## src/rtl/inst_loader.sv

```systemverilog
// rtl/inst_loader.sv - byte-stream program loader writing 9-bit words into the instruction RAM
// Optional feature macro: INST_LOADER_CHECKSUM_EN (trailing XOR checksum byte after the last word)
module inst_loader #(
   parameter int IW = 16
) (
   input  logic          CLK,
   input  logic          RESET_N,
   input  logic          start,
   input  logic [7:0]    byte_in,
   input  logic          byte_valid,
   output logic          byte_ready,
   output logic          mem_we,
   output logic [IW-1:0] mem_addr,
   output logic [8:0]    mem_wdata,
   output logic          busy,
   output logic          done,
   output logic          error,
   output logic          cpu_hold
);

   localparam logic [3:0] ST_IDLE    = 4'd0;
   localparam logic [3:0] ST_LEN_LO  = 4'd1;
   localparam logic [3:0] ST_LEN_HI  = 4'd2;
   localparam logic [3:0] ST_INST_LO = 4'd3;
   localparam logic [3:0] ST_INST_HI = 4'd4;
   localparam logic [3:0] ST_WRITE   = 4'd5;
   localparam logic [3:0] ST_CSUM    = 4'd6;
   localparam logic [3:0] ST_DONE    = 4'd7;
   localparam logic [3:0] ST_ERR     = 4'd8;

   // Largest legal word count: the whole RAM, saturating at what a 16-bit count can express.
   localparam logic [16:0] MAX_COUNT = (IW >= 16) ? 17'h10000 : 17'(1 << IW);

   logic [3:0]    state;
   logic [7:0]    countLo;
   logic [15:0]   remaining;
   logic [IW-1:0] addr;
   logic [7:0]    loByte;
   logic [IW-1:0] memAddrQ;
   logic [8:0]    memWdataQ;
   logic          xfer;
   logic [16:0]   countFull;
`ifdef INST_LOADER_CHECKSUM_EN
   logic [7:0]    csumAcc;
`endif

   assign xfer      = byte_valid & byte_ready;
   assign countFull = {1'b0, byte_in, countLo};

   // Loader FSM plus the address, word-count and captured-word registers.
   always_ff @(posedge CLK or negedge RESET_N) begin
      if (!RESET_N) begin
         state     <= ST_IDLE;
         countLo   <= 8'd0;
         remaining <= 16'd0;
         addr      <= '0;
         loByte    <= 8'd0;
         memAddrQ  <= '0;
         memWdataQ <= 9'd0;
`ifdef INST_LOADER_CHECKSUM_EN
         csumAcc   <= 8'd0;
`endif
      end else begin
`ifdef INST_LOADER_CHECKSUM_EN
         // Running XOR covers every stream byte before the checksum byte itself.
         if (xfer && state != ST_CSUM) begin
            csumAcc <= csumAcc ^ byte_in;
         end
`endif
         case (state)
            ST_IDLE, ST_DONE, ST_ERR: begin
               if (start) begin
                  state <= ST_LEN_LO;
                  addr  <= '0;
`ifdef INST_LOADER_CHECKSUM_EN
                  csumAcc <= 8'd0;
`endif
               end
            end
            ST_LEN_LO: begin
               if (xfer) begin
                  countLo <= byte_in;
                  state   <= ST_LEN_HI;
               end
            end
            ST_LEN_HI: begin
               if (xfer) begin
                  remaining <= countFull[15:0];
                  if (countFull == 17'd0) begin
                     state <= ST_DONE;
                  end else if (countFull > MAX_COUNT) begin
                     state <= ST_ERR;
                  end else begin
                     state <= ST_INST_LO;
                  end
               end
            end
            ST_INST_LO: begin
               if (xfer) begin
                  loByte <= byte_in;
                  state  <= ST_INST_HI;
               end
            end
            ST_INST_HI: begin
               if (xfer) begin
                  if (byte_in[7:1] != 7'd0) begin
                     state <= ST_ERR;
                  end else begin
                     // Captured here so mem_addr/mem_wdata hold their value after the write.
                     memAddrQ  <= addr;
                     memWdataQ <= {byte_in[0], loByte};
                     state     <= ST_WRITE;
                  end
               end
            end
            ST_WRITE: begin
               addr      <= addr + 1'b1;
               remaining <= remaining - 16'd1;
               if (remaining == 16'd1) begin
`ifdef INST_LOADER_CHECKSUM_EN
                  state <= ST_CSUM;
`else
                  state <= ST_DONE;
`endif
               end else begin
                  state <= ST_INST_LO;
               end
            end
`ifdef INST_LOADER_CHECKSUM_EN
            ST_CSUM: begin
               if (xfer) begin
                  state <= (byte_in == csumAcc) ? ST_DONE : ST_ERR;
               end
            end
`endif
            default: begin
               state <= ST_IDLE;
            end
         endcase
      end
   end

   // Outputs decode straight from state so a reset mid-write drops mem_we immediately.
   always_comb begin
      byte_ready = 1'b0;
      case (state)
         ST_LEN_LO, ST_LEN_HI, ST_INST_LO, ST_INST_HI: byte_ready = 1'b1;
`ifdef INST_LOADER_CHECKSUM_EN
         ST_CSUM: byte_ready = 1'b1;
`endif
         default: byte_ready = 1'b0;
      endcase
   end

   assign mem_we    = (state == ST_WRITE);
   assign mem_addr  = memAddrQ;
   assign mem_wdata = memWdataQ;
   assign busy      = byte_ready | mem_we;
   assign cpu_hold  = busy;
   assign done      = (state == ST_DONE);
   assign error     = (state == ST_ERR);

endmodule

```

## config.mk

```make
export PLATFORM = sky130hd
export DESIGN_NAME = inst_loader
export DESIGN_NICKNAME = d
export VERILOG_FILES = /design/src/rtl/inst_loader.sv
export SDC_FILE = /design/constraint.sdc
export NUM_CORES = 1
export LEC_CHECK = 0
export ABC_AREA = 1
export ABC_CLOCK_PERIOD_IN_PS = 1700
export BUFFER_PORTS_ARGS = -buffer_cell sky130_fd_sc_hd__clkbuf_2
export CAP_MARGIN = 15
export CELL_PAD_IN_SITES_DETAIL_PLACEMENT = 1
export CELL_PAD_IN_SITES_GLOBAL_PLACEMENT = 2
export CORE_UTILIZATION = 36
export CTS_BUF_LIST = sky130_fd_sc_hd__clkbuf_4 sky130_fd_sc_hd__clkbuf_8
export CTS_CLUSTER_SIZE = 24
export DETAILED_ROUTE_END_ITERATION = 12
export GPL_ROUTABILITY_DRIVEN = 0
export PLACE_DENSITY_LB_ADDON = 0.08
export SYNTH_ARGS = -nofsm -noshare
export SYNTH_HDL_FRONTEND = slang
export SYNTH_SLANG_ARGS = --single-unit
```

## constraint.sdc

```tcl
create_clock -name CLK -period 1.7 [get_ports CLK]
set_input_delay 0.34 -clock CLK [delete_from_list [all_inputs] [get_ports CLK]]
set_output_delay 0.34 -clock CLK [all_outputs]
set_load 0.01 [all_outputs]
```

# After elaboration in Yosys (flattened, before gate mapping)
# Cells that the tools add are included.
totals:
  register_bits: 77
  inputBits: 12
  elab_cells: 54
classes:
  addsub: 2
  n_lt_le_gt_ge: 1
  n_eq_ne: 13
  muxes: 15
  n_bitwise: 3
  reduce_logical: 13
ops:
  columns: ["operator", "count"]
  rows:
  - ["$pmux 16 s2", 2]
  - ["$mux 16", 2]
  - ["$mux 4", 8]
  - ["$pmux 4 s6", 1]
  - ["$gt 16x17->1 const B", 1]
  - ["$logic_not 17->1", 1]
  - ["$add 16x1->16 const B", 1]
  - ["$eq 16x1->1 const B", 1]
  - ["$sub 16x1->16 const B", 1]
  - ["$eq 4x3->1 const B", 3]
  - ["$ne 2x2->1 const B", 5]
  - ["$eq 4x2->1 const B", 2]
  - ["$reduce_and 2->1", 4]
  - ["$reduce_bool 7->1", 1]
  - ["$reduce_and 5->1", 1]
  - ["$eq 4x1->1 const B", 1]
  - ["$eq 4x4->1 const B", 1]
  - ["$logic_not 4->1", 1]
  - ["$reduce_bool 2->1", 2]
  - ["$reduce_or 4->1", 1]
  - ["$mux 3", 1]
  - ["$reduce_and 3->1", 1]
  - ["$reduce_or 3->1", 1]
  - ["$and 1x1->1", 1]
  - ["3 further kinds", 3]

# Depth between registers and ports, before layout
# Gate-level depths: netlist (run 1).
depth:
  ltp_word: 6
  depth_mapped: 10
  ltp_nobuf: 10

# Worst setup path after synthesis (run 1)
# OpenSTA, ideal clock, no wires.
synth_path:
  kind: "register -> output"
  start: "register state[1]"
  end: "output cpu_hold"
  t_arrival_ps: 1175
  path_slack_ps: 185
  path_stages_with_launch: 7
  path_cell_list: "dfrtp_1 -> nor2_1 -> nand2_1 -> inv_2 -> a21oi_1 -> nand2_1 -> buf_4"
synth_between:
  elab_chain_cells: 4
synth_lines:
  columns: ["item", "line", "text"]
  rows:
  - ["start, declared", "34", "logic [3:0] state;"]
  - ["start signal, assigned", "53", "state <= ST_IDLE;"]
  - ["start signal, assigned", "73", "state <= ST_LEN_LO;"]
  - ["start signal, assigned", "83", "state <= ST_LEN_HI;"]
  - ["$eq 4x1->1, or another cell as far along", "146", "case (state)"]
  - ["$reduce_or 4->1", "146", null]
  - ["$mux 1", "146", null]
  - ["$or 1x1->1 (*)", "158", "assign busy = byte_ready | mem_we;"]
  - ["end, declared", "18", "output logic cpu_hold"]
# Every way passes the cells marked *; elsewhere a longest branch is shown, timed or not.

# Worst setup path after layout (run 1)
layout_path:
  start: "register state[2]"
  end: "output cpu_hold"
# Same word-level chain as after synthesis.

==> qor.yml, run 1 <==
status: "finished, violations left"
violations: "negative setup slack"
period_needed_ns: 1.82
die-area_mm2: 0.0117
synth_area_leader_cell: "dfrtp_1"
grtUsageMet3_pct: 3.86
grt_util_met2_pct: 37.0
syn-cell-area_mm2: 0.00406
finalCoreUtilization_pct: 47.3
io_buffers: 42
drc: 0
grtUsageTotal_pct: 21.2
ys_seq_area_share_pct: 47.5
power_density_mw_per_mm2: 1470
p_leak_nw: 2.49
yosysWarnings: 0
setup_viol: 11
syn_avg_cell_area_um2: 7.83
vias: 3680
cts.sinks: 77
syn_to_final_growth_pct: 26.9
worstPathMaxFanout: 3
numCtsBuffers: 9
grt_overflow: 0
cp.arrival_ns: 1.48
ant_nets: 0
max_cap_violations: 0
fp-row-count: 38
report.final.slew_viol_count: 0
hold_viol_final: 0
synth_top_area_share_pct: 47.5
ys_ff_latch: 77
grt_max_degree: 51
finalClockSkew_ns: 0.00744
grt_pass1_vias: 3782
syn-num-nets: 533
cts_max_level: 3
period_share_pct: 107
cts_tree: "yes"
required_ns: 1.36
worst_slack_ns: -0.117
synth_cell_types: 32
drt_iter0_markers: 144
dp_hpwl_um: 8190
rsz0062_at_grt: "true"
wl_per_cell_um: 15.7
grt_use_met1_pct: 25.1
antenna_found_initial: 0
path_clk_slew_ns: 0.08
fin_nets: 618
grt_pass1_wl_um: 18600
slew_headroom_pct: 71.1
antenna_cells: 0
fin_setup_tns_ns: -0.519
first_pass_iters: 5
busiest_layer: "met2"
cp-end-kind: "output pin"
cts-root-buf: "clkbuf_8"
core_mm2: 0.0109
drive_gt1_share_pct: 28.3
insertion_delay_ns: 0.37
ys_top_cells_by_area: "dfrtp_1 (48%), nand2_1 (13%), o21ai_0 (6.2%)"
fmax_mhz: 550
netlist_instances: 518
boundaryPins: 43
routed_wl_um: 11700
die_h_um: 108
die_w_um: 108
ir_worst_vdd_uv: 861
initial_utilization_pct: 37.2
worst-setup-path-type: "reg -> out"
ctsLongestPathBuffers: 2
hold_class: "in -> reg"
cp-start-kind: "flip-flop"
via_per_inst: 4.92
tightest_slew_ns: 0.434
-- final cells by class --
class	count	area (um2)
Inverter	63	255
Fill cell	1341	5740
Multi-Input combinational cell	361	1880
Clock inverter	3	42.5
Tap cell	140	175
Sequential cell	77	1930
Timing Repair Buffer	91	691
Clock buffer	13	173
-- cell families after synthesis --
logic type / share of synthesized area, %
adder cells (fa/ha/maj): 0.926
AND/OR/NAND/NOR: 26.7
flip-flops: 47.5
AO/OA/AOI/OAI: 14.5
buffers and inverters: 8.82
XOR/XNOR: 1.51
-- synthesized netlist by cell type --
library cell / instances
nand4_1: 6
dfrtp_1: 77
buf_2: 8
xor2_1: 6
nor2_2: 1
nor2_1: 55
o21ai_1: 15
xnor2_1: 1
o211ai_1: 1
clkbuf_2: 2
inv_2: 3
o21ai_4: 1
nor3_2: 1
buf_8: 1
o21ai_2: 16
o22ai_2: 1
nand3_1: 28
nand2_4: 2
nand3_2: 2
nand3b_1: 2
a21oi_1: 12
buf_4: 3
o22ai_1: 3
ha_1: 3
nor2_4: 3
inv_1: 60
a22oi_1: 1
nand2_1: 138
o21ai_0: 50
nor3_1: 6
buf_6: 3
nand2_2: 7
-- worst max-delay path, cell delays in order, from the launching register on --
cell	delay (ns)
dfrtp_1	0.40
inv_2	0.12
nor2_4	0.06
nand2_2	0.09
inv_2	0.05
a21oi_2	0.15
nand2_1	0.09
buf_2	0.15
-- where the power goes --
| part | switching, W | total (W) | internal, W |
|---|---|---|---|
| clock | 0.000718 | 0.00153 | 0.000814 |
| sequential | 0.000391 | 0.00263 | 0.00224 |
| combinational | 0.00196 | 0.00339 | 0.00143 |
-- timing repair --
item | 4_1_cts | 5_1_grt
gates cloned | 0 | 0
endpoints found under the hold margin | 29 | 0
pin swaps | 4 | 7
buffers inserted | 9 | 15
resized for setup | 14 | 56
hold buffers | 1 | 0
endpoints found under the setup margin | 5 | 34
-- final timing paths --
kind	from	to	slack, ns	cells past startpoint
worst max-delay path	state[2]	cpu_hold	-0.12	7
worst min-delay path	byte_in[1]	countLo[1]	0.32	3
worst max register to register	state[0]	remaining[1]	-0.05	12
worst min register to register	mem_addr[2]	mem_addr[2]	0.49	2
max in group asynchronous	RESET_N	addr[3]	0.65	3
min in group asynchronous	RESET_N	mem_addr[11]	0.45	2
-- metrics by stage --
stage	setup WS, ns	hold WS [ns]	total power (W)	cell area, um2	instances
3_3_place_gp	0.0329	0.309	0.00521	4540	707
2_1_floorplan	0.185	0.0444	0.00451	4060	518
6_report	-0.117	0.316	0.00755	5140	748
3_5_place_dp	0.0342	0.319	0.00529	4540	707
5_1_grt	-0.184	0.322	0.00810	5140	748
4_1_cts	-0.107	0.305	0.00703	4870	733
-- layer usage --
| layer | vias to the layer above | wire, um |
|---|---|---|
| met5 | - | 0 |
| li1 | 1830 | - |
| met3 | 17 | 200 |
| met2 | 41 | 5900 |
| met4 | 0 | 287 |
| met1 | 1792 | 5330 |
-- registers in the layout, indices dropped and copies added, names as in the netlist --
name,count
addr,16
countLo,8
loByte,8
mem_addr,16
mem_wdata,9
remaining,16
state,4
-- cells in the final DEF (no fill, tap or decap), types with 2 or more instances in the layout --
cell type,count
clkbuf_2,37
nor3_1,5
o21ai_2,20
a21oi_1,5
o21ai_1,20
buf_2,3
o22ai_1,3
clkbuf_8,12
nand4_1,6
nor2_2,4
dfrtp_1,76
clkinvlp_4,2
buf_12,6
nor2_1,50
o21ai_4,2
nand2_1,132
nor2_4,5
buf_6,6
inv_8,2
nand2_2,10
inv_1,56
nand3b_1,2
xor2_1,6
inv_2,4
nor3_2,2
a21oi_2,7
nand2_4,5
ha_1,3
o21ai_0,40
nand3_2,2
nand3_1,28
buf_4,37
Note: power is estimated with default switching activity, not from simulation.
==> run 2: changes to the inputs <==
--- a/config.mk
+++ b/config.mk
@@ -11,12 +11,14 @@
 export CAP_MARGIN = 15
 export CELL_PAD_IN_SITES_DETAIL_PLACEMENT = 1
 export CELL_PAD_IN_SITES_GLOBAL_PLACEMENT = 2
+export CORE_MARGIN = 1
 export CORE_UTILIZATION = 36
 export CTS_BUF_LIST = sky130_fd_sc_hd__clkbuf_4 sky130_fd_sc_hd__clkbuf_8
 export CTS_CLUSTER_SIZE = 24
 export DETAILED_ROUTE_END_ITERATION = 12
 export GPL_ROUTABILITY_DRIVEN = 0
 export PLACE_DENSITY_LB_ADDON = 0.08
+export SETUP_SLACK_MARGIN = 0.15
 export SYNTH_ARGS = -nofsm -noshare
 export SYNTH_HDL_FRONTEND = slang
 export SYNTH_SLANG_ARGS = --single-unit
==> qor.yml, run 2 (synthesis results as in run 1) <==
grtUsageMet3_pct: 3.92  # was 3.86%
cts.sinks: 77  # unchanged
finalClockSkew_ns: 0.0123  # was 0.00744 ns
fillers: 1332  # was 1341
drc: 0  # unchanged
path_clk_slew_ns: 0.08  # about the same
worstPathMaxFanout: 3  # unchanged
hold_class: "in -> reg"  # unchanged
final_cell_mix: "nand2_1 (124), dfrtp_1 (76), inv_1 (55), nor2_1 (45), clkbuf_2 (37)"  # was nand2_1 (132), dfrtp_1 (76), inv_1 (56), nor2_1 (50), o21ai_0 (40)
layout_commonest_cell: "nand2_1"  # unchanged
ctsLongestPathBuffers: 2  # unchanged
required_ns: 1.36  # about the same
grtUsageTotal_pct: 21.4  # was 21.2%
fin_nets: 627  # was 618
boundaryPins: 43  # unchanged
period_share_pct: 107  # about the same
antenna_cells: 0  # unchanged
period_needed_ns: 1.82  # about the same
routed_wl_um: 13500  # was 11700 um
grt_pass1_wl_um: 18800  # was 18600 um
rsz0062_at_grt: "true"  # unchanged
ir_worst_vdd_uv: 912  # was 861 uV
post_dp_cell_area_mm2: 0.00454  # unchanged
cp-start-kind: "flip-flop"  # unchanged
initial_utilization_pct: 37.2  # unchanged
multi_input_area_mm2: 0.00201  # was 0.00188 mm2
slew_headroom_pct: 68.4  # was 71.1%
fmax_mhz: 549  # was 550 MHz
final_area_mm2: 0.00547  # was 0.00514 mm2
core_mm2: 0.0109  # unchanged
via_per_inst: 5.01  # was 4.92
io_buffers: 42  # unchanged
grt_max_degree: 51  # unchanged
power_density_mw_per_mm2: 1430  # was 1470 mW/mm2
report.final.slew_viol_count: 0  # unchanged
hold_viol_final: 0  # unchanged
numCtsBuffers: 9  # unchanged
drive_gt1_share_pct: 32.9  # was 28.3%
cts_max_level: 3  # unchanged
p_leak_nw: 2.64  # was 2.49 nW
syn_to_final_growth_pct: 35.0  # was 26.9%
drt_iter0_markers: 132  # was 144
ant_nets: 0  # unchanged
antenna_found_initial: 0  # unchanged
cts_tree: "yes"  # unchanged
cp.arrival_ns: 1.48  # about the same
wl_per_cell_um: 17.8  # was 15.7 um
power.total_w: 0.00783  # was 0.00755 W
r2r_cells: 12  # unchanged
vias: 3796  # was 3680
whs_path_depth: 3  # unchanged
cp-end-kind: "output pin"  # unchanged
max_cap_violations: 0  # unchanged
die-area_mm2: 0.0117  # unchanged
regArea_mm2: 0.00193  # unchanged
cts-root-buf: "clkbuf_8"  # unchanged
setup_viol: 10  # was 11
dp_hpwl_um: 8190  # unchanged
violations: "negative setup slack"  # unchanged
tightest_slew_ns: 0.470  # was 0.434 ns
grt_overflow: 0  # unchanged
busiest_layer: "met2"  # unchanged
grt_util_met2_pct: 37.8  # was 37.0%
first_pass_iters: 4  # was 5
die_h_um: 108  # unchanged
status: "finished, violations left"  # unchanged
fp-row-count: 38  # unchanged
insertion_delay_ns: 0.38  # was 0.37 ns
worst-setup-path-type: "reg -> out"  # unchanged
worst_slack_ns: -0.122  # was -0.117 ns
die_w_um: 108  # unchanged
grt_pass1_vias: 3825  # was 3782
grt_use_met1_pct: 25.3  # was 25.1%
fin_setup_tns_ns: -0.636  # was -0.519 ns
==> run 2: layout make-up <==
cell class | instances | area share [%]
Inverter | 63 | 4.66
Tap cell | 140 | 3.20
Clock buffer | 13 | 3.16
Clock inverter | 3 | 0.777
Multi-Input combinational cell | 361 | 36.8
Sequential cell | 77 | 35.2
Timing Repair Buffer | 100 | 16.2
==> run 2: final timing paths <==
path | startpoint | to | slack [ns]
setup / recovery | state[0] | error | -0.12
hold / removal | byte_in[1] | countLo[1] | 0.30
setup reg to reg | state[0] | remaining[1] | -0.08
hold reg to reg | mem_addr[2] | mem_addr[2] | 0.49
max in group asynchronous | RESET_N | mem_addr[2] | 0.63
min in group asynchronous | RESET_N | mem_addr[9] | 0.45
==> run 2: report_power, final <==
part / leakage [nW] / switching (W) / total [W] / internal [W]
combinational: 1.51 / 0.00209 / 0.00364 / 0.00155
sequential: 1.02 / 0.000402 / 0.00264 / 0.00224
clock: 0.109 / 0.000741 / 0.00155 / 0.000814
==> run 2: per-stage QoR <==
step / cells / hold WS [ns] / utilization, % / setup slack (ns)
2_1_floorplan: 518 / 0.0444 / - / 0.185
3_3_place_gp: 707 / 0.309 / 41.7 / 0.0329
3_5_place_dp: 707 / 0.319 / 41.7 / 0.0342
4_1_cts: 736 / 0.305 / 45.7 / -0.107
5_1_grt: 757 / 0.320 / 50.3 / -0.218
6_report: 757 / 0.300 / 50.3 / -0.122
==> run 2: critical path, cell delays in order (launching register included) <==
cell	delay [ns]
dfrtp_1	0.41
buf_6	0.13
nor2_4	0.13
buf_4	0.13
nand2_2	0.08
nor2_2	0.10
buf_2	0.13
==> run 2: per-layer routing <==
metal	vias to the layer above	share of wire [%]
met5	-	0
met4	0	1.9
met3	20	2.8
met2	54	53
met1	1875	42
li1	1847	-
==> run 2: repair_timing <==
action,in CTS,in global routing
hold buffers,1,0
setup buffers,12,12
endpoints found under the setup margin,37,75
resized for setup,39,90
endpoints found under the hold margin,29,0
gates cloned,0,9
pin swaps,4,12
